**src/rtl/palette_lut_if.sv**
```systemverilog
// Write, lookup and status signals of the palette LUT, grouped as one bus.
interface palette_lut_if #(
  parameter int ADDR_W = 4,
  parameter int DATA_W = 8
);
  logic              wr_en;
  logic [ADDR_W-1:0] wr_addr;
  logic [DATA_W-1:0] wr_data;
  logic              wr_ready;
  logic              defer_en;
  logic              blank;
  logic              rd_en;
  logic [ADDR_W-1:0] rd_addr_a;
  logic [ADDR_W-1:0] rd_addr_b;
  logic [DATA_W-1:0] rd_data_a;
  logic [DATA_W-1:0] rd_data_b;
  logic              rd_valid;
  logic              fifo_empty;
  logic              init_busy;

  modport master (
    output wr_en, wr_addr, wr_data, defer_en, blank, rd_en, rd_addr_a, rd_addr_b,
    input  wr_ready, rd_data_a, rd_data_b, rd_valid, fifo_empty, init_busy
  );

  modport slave (
    input  wr_en, wr_addr, wr_data, defer_en, blank, rd_en, rd_addr_a, rd_addr_b,
    output wr_ready, rd_data_a, rd_data_b, rd_valid, fifo_empty, init_busy
  );
endinterface

```
**src/rtl/palette_lut.sv**
```systemverilog
// Palette lookup table: dual-pixel registered lookup, immediate or blanking-deferred
// writes through a small ordered queue, and a post-reset clear sweep.
module palette_lut_lane #(
  parameter int DATA_W = 8
) (
  input  logic              clk,
  input  logic              reset,
  input  logic              en,
  input  logic [DATA_W-1:0] din,
  output logic [DATA_W-1:0] dout
);
  always_ff @(posedge clk) begin
    if (reset)   dout <= '0;
    else if (en) dout <= din;
  end
endmodule

module palette_lut #(
  parameter int ADDR_W     = 4,
  parameter int DATA_W     = 8,
  parameter int FIFO_DEPTH = 4
) (
  input  logic         clk,
  input  logic         reset,
  palette_lut_if.slave bus
);
  localparam int ENTRIES = 2 ** ADDR_W;
  localparam int PTR_W   = $clog2(FIFO_DEPTH);
  localparam int LANES   = 2;
  localparam int STAGES  = 1;

  typedef struct packed {
    logic [ADDR_W-1:0] addr;
    logic [DATA_W-1:0] data;
  } wr_req_t;

  typedef enum logic {S_INIT, S_RUN} state_t;

  logic [DATA_W-1:0] mem  [ENTRIES];
  wr_req_t           fifo [FIFO_DEPTH];
  logic [PTR_W:0]    wr_ptr, rd_ptr;
  state_t            state;
  logic              init_busy;
  logic [ADDR_W-1:0] clr_idx;
  logic              full, empty, accept, direct, push, pop;
  wr_req_t           wr_req, head;

  // Pointers carry one wrap bit so full and empty differ.
  assign empty  = (wr_ptr == rd_ptr);
  assign full   = (wr_ptr[PTR_W] != rd_ptr[PTR_W]) &&
                  (wr_ptr[PTR_W-1:0] == rd_ptr[PTR_W-1:0]);
  assign wr_req = '{addr: bus.wr_addr, data: bus.wr_data};
  assign head   = fifo[rd_ptr[PTR_W-1:0]];

  // Direct commit needs an empty queue and pop needs a non-empty one,
  // so the single memory write port is never contended.
  assign accept = bus.wr_en && bus.wr_ready;
  assign direct = accept && !bus.defer_en && empty;
  assign push   = accept && !direct;
  assign pop    = !empty && (bus.blank || !bus.defer_en);

  assign bus.wr_ready   = !init_busy && !full;
  assign bus.fifo_empty = empty;
  assign bus.init_busy  = init_busy;

  always_ff @(posedge clk) begin
    if (reset) begin
      state     <= S_INIT;
      init_busy <= 1'b1;
      clr_idx   <= '0;
    end else begin
      case (state)
        S_INIT: begin
          clr_idx <= clr_idx + 1'b1;
          if (clr_idx == ADDR_W'(ENTRIES - 1)) begin
            state     <= S_RUN;
            init_busy <= 1'b0;
          end
        end
        S_RUN:   state <= S_RUN;
        default: state <= S_INIT;
      endcase
    end
  end

  // Memory is not reset; it only changes by the clear sweep or a commit.
  always_ff @(posedge clk) begin
    if (!reset) begin
      if (init_busy)   mem[clr_idx]   <= '0;
      else if (direct) mem[wr_addr_q()] <= bus.wr_data;
      else if (pop)    mem[head.addr] <= head.data;
    end
  end

  function automatic logic [ADDR_W-1:0] wr_addr_q();
    return bus.wr_addr;
  endfunction

  always_ff @(posedge clk) begin
    if (reset) begin
      wr_ptr <= '0;
      rd_ptr <= '0;
    end else begin
      if (push) wr_ptr <= wr_ptr + 1'b1;
      if (pop)  rd_ptr <= rd_ptr + 1'b1;
    end
  end

  always_ff @(posedge clk) begin
    if (!reset && push) fifo[wr_ptr[PTR_W-1:0]] <= wr_req;
  end

  // Lookup lanes: memory is sampled before this edge's commit lands.
  logic [LANES-1:0][ADDR_W-1:0] rd_addr;
  logic [LANES-1:0][DATA_W-1:0] lane_in, rd_data;

  assign rd_addr = {bus.rd_addr_b, bus.rd_addr_a};

  always_comb begin
    lane_in = '0;
    for (int l = 0; l < LANES; l++) lane_in[l] = mem[rd_addr[l]];
  end

  palette_lut_lane #(.DATA_W(DATA_W)) u_lane [LANES-1:0] (
    .clk  (clk),
    .reset(reset),
    .en   (bus.rd_en),
    .din  (lane_in),
    .dout (rd_data)
  );

  assign bus.rd_data_a = rd_data[0];
  assign bus.rd_data_b = rd_data[1];

  logic [STAGES:0] vld_pipe;
  assign vld_pipe[0] = bus.rd_en;

  always_ff @(posedge clk) begin
    if (reset) vld_pipe[STAGES:1] <= '0;
    else       vld_pipe[STAGES:1] <= vld_pipe[STAGES-1:0];
  end

  assign bus.rd_valid = vld_pipe[STAGES];
endmodule

```
**src/flat_wrapper.sv**
```systemverilog
// flat-port wrapper written by rule: the top's interface ports become plain ports
module palette_lut_flat 
#(
  parameter int ADDR_W     = 4,
  parameter int DATA_W     = 8,
  parameter int FIFO_DEPTH = 4
)
  (clk, reset, bus_wr_en, bus_wr_addr, bus_wr_data, bus_defer_en, bus_blank, bus_rd_en, bus_rd_addr_a, bus_rd_addr_b, bus_wr_ready, bus_rd_data_a, bus_rd_data_b, bus_rd_valid, bus_fifo_empty, bus_init_busy);
  palette_lut_if #(.ADDR_W(ADDR_W), .DATA_W(DATA_W)) bus_i ();
  input  logic clk;
  input  logic reset;
  input wire logic [$bits(bus_i.wr_en)-1:0] bus_wr_en;
  input wire logic [$bits(bus_i.wr_addr)-1:0] bus_wr_addr;
  input wire logic [$bits(bus_i.wr_data)-1:0] bus_wr_data;
  input wire logic [$bits(bus_i.defer_en)-1:0] bus_defer_en;
  input wire logic [$bits(bus_i.blank)-1:0] bus_blank;
  input wire logic [$bits(bus_i.rd_en)-1:0] bus_rd_en;
  input wire logic [$bits(bus_i.rd_addr_a)-1:0] bus_rd_addr_a;
  input wire logic [$bits(bus_i.rd_addr_b)-1:0] bus_rd_addr_b;
  output wire logic [$bits(bus_i.wr_ready)-1:0] bus_wr_ready;
  output wire logic [$bits(bus_i.rd_data_a)-1:0] bus_rd_data_a;
  output wire logic [$bits(bus_i.rd_data_b)-1:0] bus_rd_data_b;
  output wire logic [$bits(bus_i.rd_valid)-1:0] bus_rd_valid;
  output wire logic [$bits(bus_i.fifo_empty)-1:0] bus_fifo_empty;
  output wire logic [$bits(bus_i.init_busy)-1:0] bus_init_busy;
  assign bus_i.wr_en = bus_wr_en;
  assign bus_i.wr_addr = bus_wr_addr;
  assign bus_i.wr_data = bus_wr_data;
  assign bus_i.defer_en = bus_defer_en;
  assign bus_i.blank = bus_blank;
  assign bus_i.rd_en = bus_rd_en;
  assign bus_i.rd_addr_a = bus_rd_addr_a;
  assign bus_i.rd_addr_b = bus_rd_addr_b;
  assign bus_wr_ready = bus_i.wr_ready;
  assign bus_rd_data_a = bus_i.rd_data_a;
  assign bus_rd_data_b = bus_i.rd_data_b;
  assign bus_rd_valid = bus_i.rd_valid;
  assign bus_fifo_empty = bus_i.fifo_empty;
  assign bus_init_busy = bus_i.init_busy;
  palette_lut #(.ADDR_W(ADDR_W), .DATA_W(DATA_W), .FIFO_DEPTH(FIFO_DEPTH)) u_core (.clk(clk), .reset(reset), .bus(bus_i));
endmodule
```
**config.mk**
```make
export PLATFORM = sky130hd
export DESIGN_NAME = palette_lut_flat
export DESIGN_NICKNAME = d
export VERILOG_FILES = /design/src/rtl/palette_lut_if.sv /design/src/rtl/palette_lut.sv /design/src/flat_wrapper.sv
export SDC_FILE = /design/constraint.sdc
export NUM_CORES = 1
export LEC_CHECK = 0
export BUFFER_PORTS_ARGS = -buffer_cell sky130_fd_sc_hd__buf_2
export CORE_MARGIN = 5
export CORE_UTILIZATION = 25
export DETAILED_ROUTE_END_ITERATION = 8
export PLACE_DENSITY = 0.45
export SLEW_MARGIN = 25
export SYNTH_ARGS = -nofsm -noshare
export SYNTH_HDL_FRONTEND = slang
export SYNTH_SLANG_ARGS = --single-unit
export TNS_END_PERCENT = 30
```
**constraint.sdc**
```tcl
create_clock -name clk -period 2.8 [get_ports clk]
set_input_delay 0.42 -clock clk [delete_from_list [all_inputs] [get_ports clk]]
set_output_delay 0.42 -clock clk [all_outputs]
set_load 0.05 [all_outputs]
```
==> results of run 1 <==
path summary, 6_finish.rpt:
kind	from	slack, ns	depth (start not counted)	to
max	u_core.rd_ptr[2]	0.33	6	u_core.mem[0][0]
min	bus_wr_data[4]	0.14	1	u_core.fifo[3][4]
max reg2reg	u_core.rd_ptr[2]	0.33	6	u_core.mem[0][0]
min reg2reg	u_core.u_lane[0].dout[6]	0.49	2	u_core.u_lane[0].dout[6]
critical path: cells and delay by family (launching register included):
| family | cells | cell delay [ns] |
|---|---|---|
| xor gates and xnor gates | 1 | 0.32 |
| buffers and inverters | 1 | 0.21 |
| DFF | 1 | 0.39 |
| and+or+nand+nor | 2 | 0.82 |
| AOI/OAI and AO/OA | 2 | 0.34 |
through the flow:
| step | cell area [um^2] | hold slack [ns] |
|---|---|---|
| 6_report | 11400 | 0.142 |
| 5_1_grt | 11400 | 0.128 |
| 4_1_cts | 11400 | 0.118 |
| 3_5_place_dp | 10600 | 0.479 |
| 3_3_place_gp | 10600 | 0.470 |
| 2_1_floorplan | 9530 | 0.495 |
cell usage in the layout, fill, tap and decap left out, types with 18 or more instances in the layout:
cell type,count
edfxtp_1,176
mux4_2,75
a21oi_1,48
buf_4,47
buf_2,45
nor2_1,36
a22oi_1,33
dfxtp_1,31
clkbuf_16,25
nor3_1,19
nand2_1,18
final cells by class:
type	count	area, um^2	area share, %
Sequential cell	207	5910	52.0
Multi-Input combinational cell	337	3350	29.5
Timing Repair Buffer	96	658	5.79
Clock buffer	30	644	5.67
Tap cell	511	639	5.63
Clock inverter	14	149	1.31
Inverter	4	15.0	0.132
cells by family (layout without fill, tap and decap cells):
logic type	after synthesis	in the layout	synth area share [%]
AO/OA/AOI/OAI	110	110	7.28
XOR/XNOR	13	13	1.20
adder cells (fa/ha/maj)	6	6	0.788
buffers and inverters	45	144	2.89
flip-flops	207	207	62.0
multiplexers	80	80	18.4
AND/OR/NAND/NOR	128	128	7.43
routing by layer:
layer | track usage [%] | routed length (um) | part of all wire (%)
met1 | 15.4 | 10600 | 43
met3 | 1.81 | 1450 | 5.9
met2 | 19.3 | 12000 | 49
met5 | 0 | 0 | 0
met4 | 2.54 | 499 | 2.0
state kept, by name, indices dropped and copies added (netlist names), named ones only:
name / flops
u_core.fifo: 48
u_core.u_lane.dout: 16
u_core.bus.rd_valid: 1
u_core.bus.init_busy: 1
u_core.rd_ptr: 3
u_core.wr_ptr: 3
u_core.state: 1
u_core.clr_idx: 4
u_core.mem: 128
power breakdown:
part | total [uW] | internal [uW] | switching, uW
Combinational | 339 | 126 | 213
Sequential | 3360 | 3340 | 21.1
Clock | 3130 | 1910 | 1220
==> results.py, run 1 <==
metrics = {
    "logic_synthesis": {
        "synthCells": 589,
        "synth.area.top_cells": "edfxtp_1 55%, mux4_2 18%, dfxtp_1 6.5%, a22oi_1 2.6%, a21oi_1 2.5%",
        "post_synth.cell_area_avg_um2": 16.2,
        "synth_largest_area_cell": "edfxtp_1",
        "ys_warn_count": 0,
        "most_used_standard_cell_by_instance_count_after_synthesis": "edfxtp_1",
        "postSynthNetCount": 621,
        "synth_edf_count": 176,
        "number_of_distinct_standard_cells_referenced_by_the_synthesized_netlist": 50,
        "synth_flop_cell": "edfxtp_1",
        "synth_top_area_share_pct": 55.5,
        "seq_cells_post_synth": 207,
        "yosys-top-cells-count": "176 x edfxtp_1, 75 x mux4_2, 48 x a21oi_1",
        "async_reset_ff_share_pct": 0,
        "seq_area_frac_synth_pct": 62.0,
        "synthesized_area_mm2": 0.00953,
    },
    "clocking": {
        "post-cts-setup-buffers": 0,
        "clock_latency_ns": 0.51,
        "root_buffer": "clkbuf_16",
        "total_of_cells_resized_after_clock_tree_synthesis": 0,
        "tritoncts.num_buffers": 24,
        "path_clk_slew_ns": 0.06,
        "htreeDepth": 1,
        "cts.sink_count": 207,
        "cts.path.max_buffers": 3,
        "cts.hold.buffers_added": 0,
        "cts_tree": "built",
    },
    "place": {
        "port_buffers": 45,
        "place.detailed.hpwl_um": 16800,
        "place_ws_ns": 0.298,
        "gp_congestion": 0.870,
        "place.detailed.instances": 1155,
    },
    "pwr": {
        "power_leakage_uw": 0.00391,
        "vdd.ir_drop.worst_mv": 0.401,
        "total_power_uw": 6830,
        "power.density_cell_area_mw_per_mm2": 602,
    },
    "worst_setup_path": {
        "worstSetupStartpointType": "register",
        "crit_arrival_ns": 2.61,
        "critPathKind": "reg2reg",
        "maximum_fanout_along_the_worst_path": 10,
        "path_cells": "xor2_1, o311ai_2, buf_4, nor3_2, a22oi_1, nor2_1",
        "end_kind": "register",
        "critPathRequiredTime_ns": 2.93,
        "slowest_delay_ns": 0.62,
        "worst_path_max_delay_cell": "nor2_1",
    },
    "sta": {
        "finalWorstPathRequiredPeriod_ns": 2.47,
        "max_slew_violation_total_from_the_final_report": 0,
        "setup_violations": 0,
        "fmaxAchievable_mhz": 404,
        "worstMarginPinSlew_ns": 0.856,
        "post-route-worst-setup-slack_ns": 0.327,
        "unrepaired_setup_endpoints_after_global_routing": "false",
        "max-slew-margin-rel_pct": 42.8,
        "finalHoldViolations": 0,
        "final_min_period_over_clock_period_pct": 88.3,
        "tns_ns": 0,
        "clock_skew_ns": 0.0126,
    },
    "die": {
        "starting_density_of_the_core_pct": 25.3,
        "fp.dieArea_mm2": 0.0421,
        "placementRows": 71,
        "die-height_um": 205,
        "core_area_mm2": 0.0377,
        "ioPinCount": 46,
        "die_width_um": 205,
    },
    "global_route": {
        "gr-total-overflow": 0,
        "grt_max_degree": 33,
        "antenna_found_initial": 0,
        "global_route_wire_length_before_repair_um": 36600,
        "grt_pass1_vias": 5930,
        "globalRouteTotalUtil_pct": 11.3,
    },
    "drt": {
        "first_pass_iters": 5,
        "drc": 0,
        "dr_total_vias": 5737,
        "dr.first_iter.drc_count": 463,
        "detail_route.wl_per_cell_um": 20.4,
        "antenna_violating_nets_post_route": 0,
        "vias_per_cell": 4.78,
        "postRouteWirelength_um": 24500,
    },
    "layout": {
        "finish.utilization_pct": 30.2,
        "n_antenna_cell": 0,
        "syn2layout_area_growth_pct": 19.2,
        "design.final.nets": 702,
        "final-instance-count-excl-fill": 1199,
        "final_layout_size_suffix_gt1_share_pct": 32.0,
        "fillCellCount": 3785,
    },
    "run_status": {
        "run_status": "finished, final reports clean",
    },
    "run": {
        "cap_viol_max_count": 0,
    },
    "min_path": {
        "hp-class": "in2reg",
    },
}
No activity file was read; power rests on OpenSTA's default activity.
==> run 2: changes to the inputs <==
==> constraint.sdc (replaced) <==
create_clock -name clk -period 3.1 [get_ports clk]
set_input_delay 0.465 -clock clk [delete_from_list [all_inputs] [get_ports clk]]
set_output_delay 0.465 -clock clk [all_outputs]
set_load 0.05 [all_outputs]
==> run 2 against run 1 <==
  * Via count is 1.2% lower
  * Worst setup slack better by 0.049 ns
  * Clock skew down 0.0029 ns
  * Maximum frequency down 9.2%
  * Wire length is 0.98% lower
  * Hold slack gained 0.059 ns
  * Highest routed layer unchanged
  * Global-route usage hardly changed
  * Final area down 0.40%
  * Power fell by 8.2%
  * Largest cell class unchanged
==> results.py, run 2 (synthesis results as in run 1) <==
metrics = {
    "pwr": {
        "power.share.switching_pct": 20.9,
        "switchingPower_uw": 1310,
        "power.density_cell_area_mw_per_mm2": 555,
        "power_leakage_uw": 0.00385,
        "vdd.ir_drop.worst_mv": 0.329,
        "p_seq_share_pct": 48.4,
        "total_power_uw": 6280,
        "power.share.clock_pct": 46.5,
        "cellInternalPower_uw": 4970,
        "combPwrFrac_pct": 5.1,
    },
    "clocking": {
        "clock_latency_ns": 0.51,
        "tritoncts.num_buffers": 24,
        "htreeDepth": 1,
        "cts.hold.buffers_added": 0,
        "path_clk_slew_ns": 0.06,
        "total_of_cells_resized_after_clock_tree_synthesis": 0,
        "post-cts-setup-buffers": 0,
        "cts.path.max_buffers": 3,
        "cts.sink_count": 207,
        "root_buffer": "clkbuf_16",
        "cts_tree": "built",
    },
    "layout": {
        "final_layout_size_suffix_gt1_share_pct": 31.2,
        "fin_area_mm2": 0.0113,
        "regMostFlops": "u_core.mem",
        "n_antenna_cell": 0,
        "multi_input_comb_area_mm2": 0.00336,
        "fillCellCount": 3769,
        "largest_reg_flops": 128,
        "finish.utilization_pct": 30.0,
        "mostFrequentLayoutCell": "edfxtp_1",
        "most-common-layout-cells": "176 x edfxtp_1, 75 x mux4_2, 45 x a21oi_1, 45 x buf_2, 35 x nor2_1",
        "seq_area_mm2": 0.00591,
        "design.final.nets": 688,
        "syn2layout_area_growth_pct": 18.7,
    },
    "drt": {
        "antenna_violating_nets_post_route": 0,
        "vias_per_cell": 4.79,
        "postRouteWirelength_um": 24300,
        "first_pass_iters": 4,
        "dr.first_iter.drc_count": 433,
        "dr_total_vias": 5670,
        "drc": 0,
        "detail_route.wl_per_cell_um": 20.5,
    },
    "die": {
        "die-height_um": 205,
        "placementRows": 71,
        "starting_density_of_the_core_pct": 25.3,
        "ioPinCount": 46,
        "die_width_um": 205,
        "fp.dieArea_mm2": 0.0421,
        "core_area_mm2": 0.0377,
    },
    "worst_setup_path": {
        "critPathKind": "reg2reg",
        "slowest_delay_ns": 0.82,
        "maximum_fanout_along_the_worst_path": 21,
        "worst_path_max_delay_cell": "a21oi_1",
        "critPathRequiredTime_ns": 3.22,
        "crit_arrival_ns": 2.84,
        "worst_case_reg_to_reg_path_depth": 6,
        "end_kind": "register",
        "path_depth": 6,
        "cp.buffers_inverters": 1,
        "critical_path.top_delay_family": "compound AO/OA/AOI/OAI gates",
        "worstSetupStartpointType": "register",
        "path_cells": "xor2_1, o311ai_2, buf_12, nor2_1, nand2_1, a21oi_1",
    },
    "global_route": {
        "global_route.usage.met3_pct": 2.33,
        "gr-usage-met2_pct": 18.0,
        "antenna_found_initial": 0,
        "grt_pass1_vias": 5867,
        "grt_most_used_layer": "met2",
        "global_route_wire_length_before_repair_um": 36500,
        "grt_util_met1_pct": 15.9,
        "gr-total-overflow": 0,
        "grt_max_degree": 33,
        "globalRouteTotalUtil_pct": 11.3,
    },
    "sta": {
        "tns_ns": 0,
        "post-route-worst-setup-slack_ns": 0.376,
        "setup_violations": 0,
        "finalHoldViolations": 0,
        "final_min_period_over_clock_period_pct": 87.9,
        "finalWorstPathRequiredPeriod_ns": 2.72,
        "max_slew_violation_total_from_the_final_report": 0,
        "fmaxAchievable_mhz": 367,
        "unrepaired_setup_endpoints_after_global_routing": "false",
        "clock_skew_ns": 0.00970,
        "worstMarginPinSlew_ns": 1.04,
        "max-slew-margin-rel_pct": 30.9,
    },
    "place": {
        "place.detailed.hpwl_um": 16500,
        "gp_congestion": 0.871,
        "port_buffers": 45,
        "placedInstanceArea_mm2": 0.0105,
        "place_ws_ns": 0.328,
    },
    "min_path": {
        "worstHoldPathCells": 1,
        "hp-class": "in2reg",
    },
    "run": {
        "cap_viol_max_count": 0,
    },
    "run_status": {
        "run_status": "finished, final reports clean",
    },
}
run 2: cell types whose count changed in the layout (fill, tap and decap cells not counted), sizes merged:
cell | previous run | this run
bufinv | 3 | 4
buf | 96 | 82
clkinv | 9 | 7
run 2: metrics by stage:
| stage | hold WS (ns) | instances |
|---|---|---|
| global route | 0.188 | 1184 |
| floorplan | 0.495 | 589 |
| finish | 0.201 | 1184 |
| CTS | 0.174 | 1184 |
| detailed placement | 0.484 | 1141 |
| global placement | 0.467 | 1141 |
run 2: power by group through the flow:
stage | sequential [uW] | clock (uW) | combinational (uW)
2_1_floorplan | 3110 | 0 | 190
4_1_cts | 3040 | 3010 | 322
3_5_place_dp | 3100 | 0 | 321
3_3_place_gp | 3090 | 0 | 317
5_1_grt | 3040 | 3120 | 342
6_report | 3040 | 2920 | 318
run 2: final timing paths:
path / startpoint / end / slack, ns
max reg2reg: u_core.wr_ptr[1] / u_core.mem[13][7] / 0.38
min reg2reg: u_core.u_lane[0].dout[0] / u_core.u_lane[0].dout[0] / 0.50
max: u_core.wr_ptr[1] / u_core.mem[13][7] / 0.38
min: bus_wr_data[7] / u_core.fifo[0][7] / 0.20
run 2: routing by layer:
layer	wire length (um)	part of all wire (%)
met5	0	0
met4	567	2.3
met1	10800	45
met2	11300	47
met3	1570	6.5
run 2: layout make-up:
type	instances	share of cell area [%]
clock inverter	13	1.53
multi-input combinational	337	29.7
sequential	207	52.2
inverter	4	0.133
tap	511	5.65
timing repair buffer	82	5.00
clock buffer	30	5.78
==> run 3: changes to the inputs <==
--- a/config.mk
+++ b/config.mk
@@ -8,8 +8,10 @@
 export BUFFER_PORTS_ARGS = -buffer_cell sky130_fd_sc_hd__buf_2
 export CORE_MARGIN = 5
 export CORE_UTILIZATION = 25
+export CTS_CLUSTER_SIZE = 40
 export DETAILED_ROUTE_END_ITERATION = 8
-export PLACE_DENSITY = 0.45
+export PLACE_DENSITY = 0.39
+export SKIP_LAST_GASP = 1
 export SLEW_MARGIN = 25
 export SYNTH_ARGS = -nofsm -noshare
 export SYNTH_HDL_FRONTEND = slang
==> run 3 against run 2 <==
  * Critical endpoint is now u_core.mem[11][1]
  * Critical path depth unchanged
  * Power is 3.4% lower
  * Wire length up 3.8%
  * Via count shrank 0.97%
  * Flip-flop and latch count unchanged
==> results.py, run 3 (synthesis results as in run 1) <==
metrics = {
    "sta": {
        "fmaxAchievable_mhz": 371,
        "finalWorstPathRequiredPeriod_ns": 2.69,
        "unrepaired_setup_endpoints_after_global_routing": "false",
        "setup_violations": 0,
        "worstMarginPinSlew_ns": 0.983,
        "finalHoldViolations": 0,
        "clock_skew_ns": 0.00708,
        "max_slew_violation_total_from_the_final_report": 0,
        "tns_ns": 0,
        "final_min_period_over_clock_period_pct": 86.9,
        "max-slew-margin-rel_pct": 34.4,
    },
    "layout": {
        "n_antenna_cell": 0,
        "multi_input_comb_area_mm2": 0.00338,
        "final_layout_size_suffix_gt1_share_pct": 31.4,
        "final-instance-count-excl-fill": 1184,
        "most-common-layout-cells": "176 x edfxtp_1, 75 x mux4_2, 45 x buf_2",
        "mostFrequentLayoutCell": "edfxtp_1",
        "regMostFlops": "u_core.mem",
        "seq_area_mm2": 0.00591,
        "fillCellCount": 3797,
        "design.final.nets": 688,
        "syn2layout_area_growth_pct": 17.7,
        "fin_area_mm2": 0.0112,
        "largest_reg_flops": 128,
    },
    "drt": {
        "dr.first_iter.drc_count": 330,
        "m1WireLength_um": 10800,
        "antenna_violating_nets_post_route": 0,
        "drc": 0,
        "dr.max_layer_used": "met4",
        "routed-wl-met3_um": 1040,
        "detailroute.wirelength.met2_um": 12900,
        "postRouteWirelength_um": 25200,
        "dr_total_vias": 5615,
        "detail_route.wl_per_cell_um": 21.3,
        "vias_per_cell": 4.74,
        "first_pass_iters": 5,
    },
    "die": {
        "placementRows": 71,
        "ioPinCount": 46,
        "die-height_um": 205,
        "starting_density_of_the_core_pct": 25.3,
        "fp.dieArea_mm2": 0.0421,
        "core_area_mm2": 0.0377,
        "die_width_um": 205,
    },
    "place": {
        "place.detailed.instances": 1140,
        "gp_congestion": 0.835,
        "place.detailed.hpwl_um": 17200,
        "port_buffers": 45,
        "placedInstanceArea_mm2": 0.0104,
    },
    "clocking": {
        "root_buffer": "clkbuf_16",
        "cts.sink_count": 207,
        "cts_tree": "built",
        "cts.path.max_buffers": 3,
        "clock_latency_ns": 0.51,
        "htreeDepth": 1,
        "cts.hold.buffers_added": 0,
        "total_of_cells_resized_after_clock_tree_synthesis": 0,
        "path_clk_slew_ns": 0.06,
        "tritoncts.num_buffers": 25,
        "post-cts-setup-buffers": 0,
    },
    "run": {
        "cap_viol_max_count": 0,
    },
    "pwr": {
        "total_power_uw": 6060,
        "power_leakage_uw": 0.00379,
        "vdd.ir_drop.worst_mv": 0.314,
        "power.density_cell_area_mw_per_mm2": 540,
    },
    "worst_setup_path": {
        "end_kind": "register",
        "critPathKind": "reg2reg",
        "maximum_fanout_along_the_worst_path": 8,
        "crit_arrival_ns": 2.82,
        "critPathRequiredTime_ns": 3.23,
        "worstSetupStartpointType": "register",
    },
    "global_route": {
        "grt_max_degree": 33,
        "grt_pass1_vias": 6106,
        "antenna_found_initial": 0,
        "globalRouteTotalUtil_pct": 11.9,
        "global_route_wire_length_before_repair_um": 38100,
        "gr-total-overflow": 0,
    },
    "run_status": {
        "run_status": "finished, final reports clean",
    },
    "min_path": {
        "hp-class": "in2reg",
    },
}
==> run 3: changes by cell type in the layout (fill, tap and decap cells not counted), sizes merged <==
cell | before | now
buf | 82 | 81
clkbuf | 30 | 35
clkinvlp | 1 | 0
bufinv | 4 | 1
==> run 3: layout make-up <==
class / count / share of cell area, %
Sequential cell: 207 / 52.7
Multi-Input combinational cell: 337 / 30.1
Clock buffer: 35 / 6.09
Tap cell: 511 / 5.70
Timing Repair Buffer: 81 / 4.64
Clock inverter: 9 / 0.636
Inverter: 4 / 0.134
==> run 3: metrics by stage <==
| stage | utilization, % | setup slack [ns] | hold slack, ns |
|---|---|---|---|
| 2_1_floorplan | - | 0.641 | 0.495 |
| 6_report | 29.8 | 0.407 | 0.197 |
| 5_1_grt | 29.8 | 0.264 | 0.176 |
| 3_5_place_dp | 27.7 | 0.139 | 0.483 |
| 4_1_cts | 29.7 | 0.110 | 0.165 |
| 3_3_place_gp | 27.7 | 0.167 | 0.465 |
==> run 3: report_power, final <==
part	total, uW	switching (uW)	internal [uW]	leakage, uW
clock network	2700	1090	1610	0.000373
logic	319	202	117	0.00132
registers	3040	17.0	3020	0.00210
==> run 3: layer usage <==
layer | vias up | global-route usage [%]
li1 | 2521 | -
met1 | 2933 | 15.4
met2 | 127 | 20.9
met3 | 34 | 2.03
met4 | 0 | 2.99
met5 | - | 0
==> run 3: path summary, 6_finish.rpt <==
check,start,to,slack [ns],depth (start not counted)
max,u_core.wr_ptr[1],u_core.mem[11][1],0.41,6
min,bus_wr_data[0],u_core.fifo[1][0],0.20,1
max reg2reg,u_core.wr_ptr[1],u_core.mem[11][1],0.41,6
min reg2reg,u_core.u_lane[0].dout[0],u_core.u_lane[0].dout[0],0.49,2
==> run 3: worst max-delay path: stages (launching register included) <==
cell and delay, ns:
dfxtp_1 0.46, xor2_1 0.37, o311ai_2 0.24, buf_4 0.21, nor2b_1 0.22, nand2_1 0.08, a21oi_1 0.74
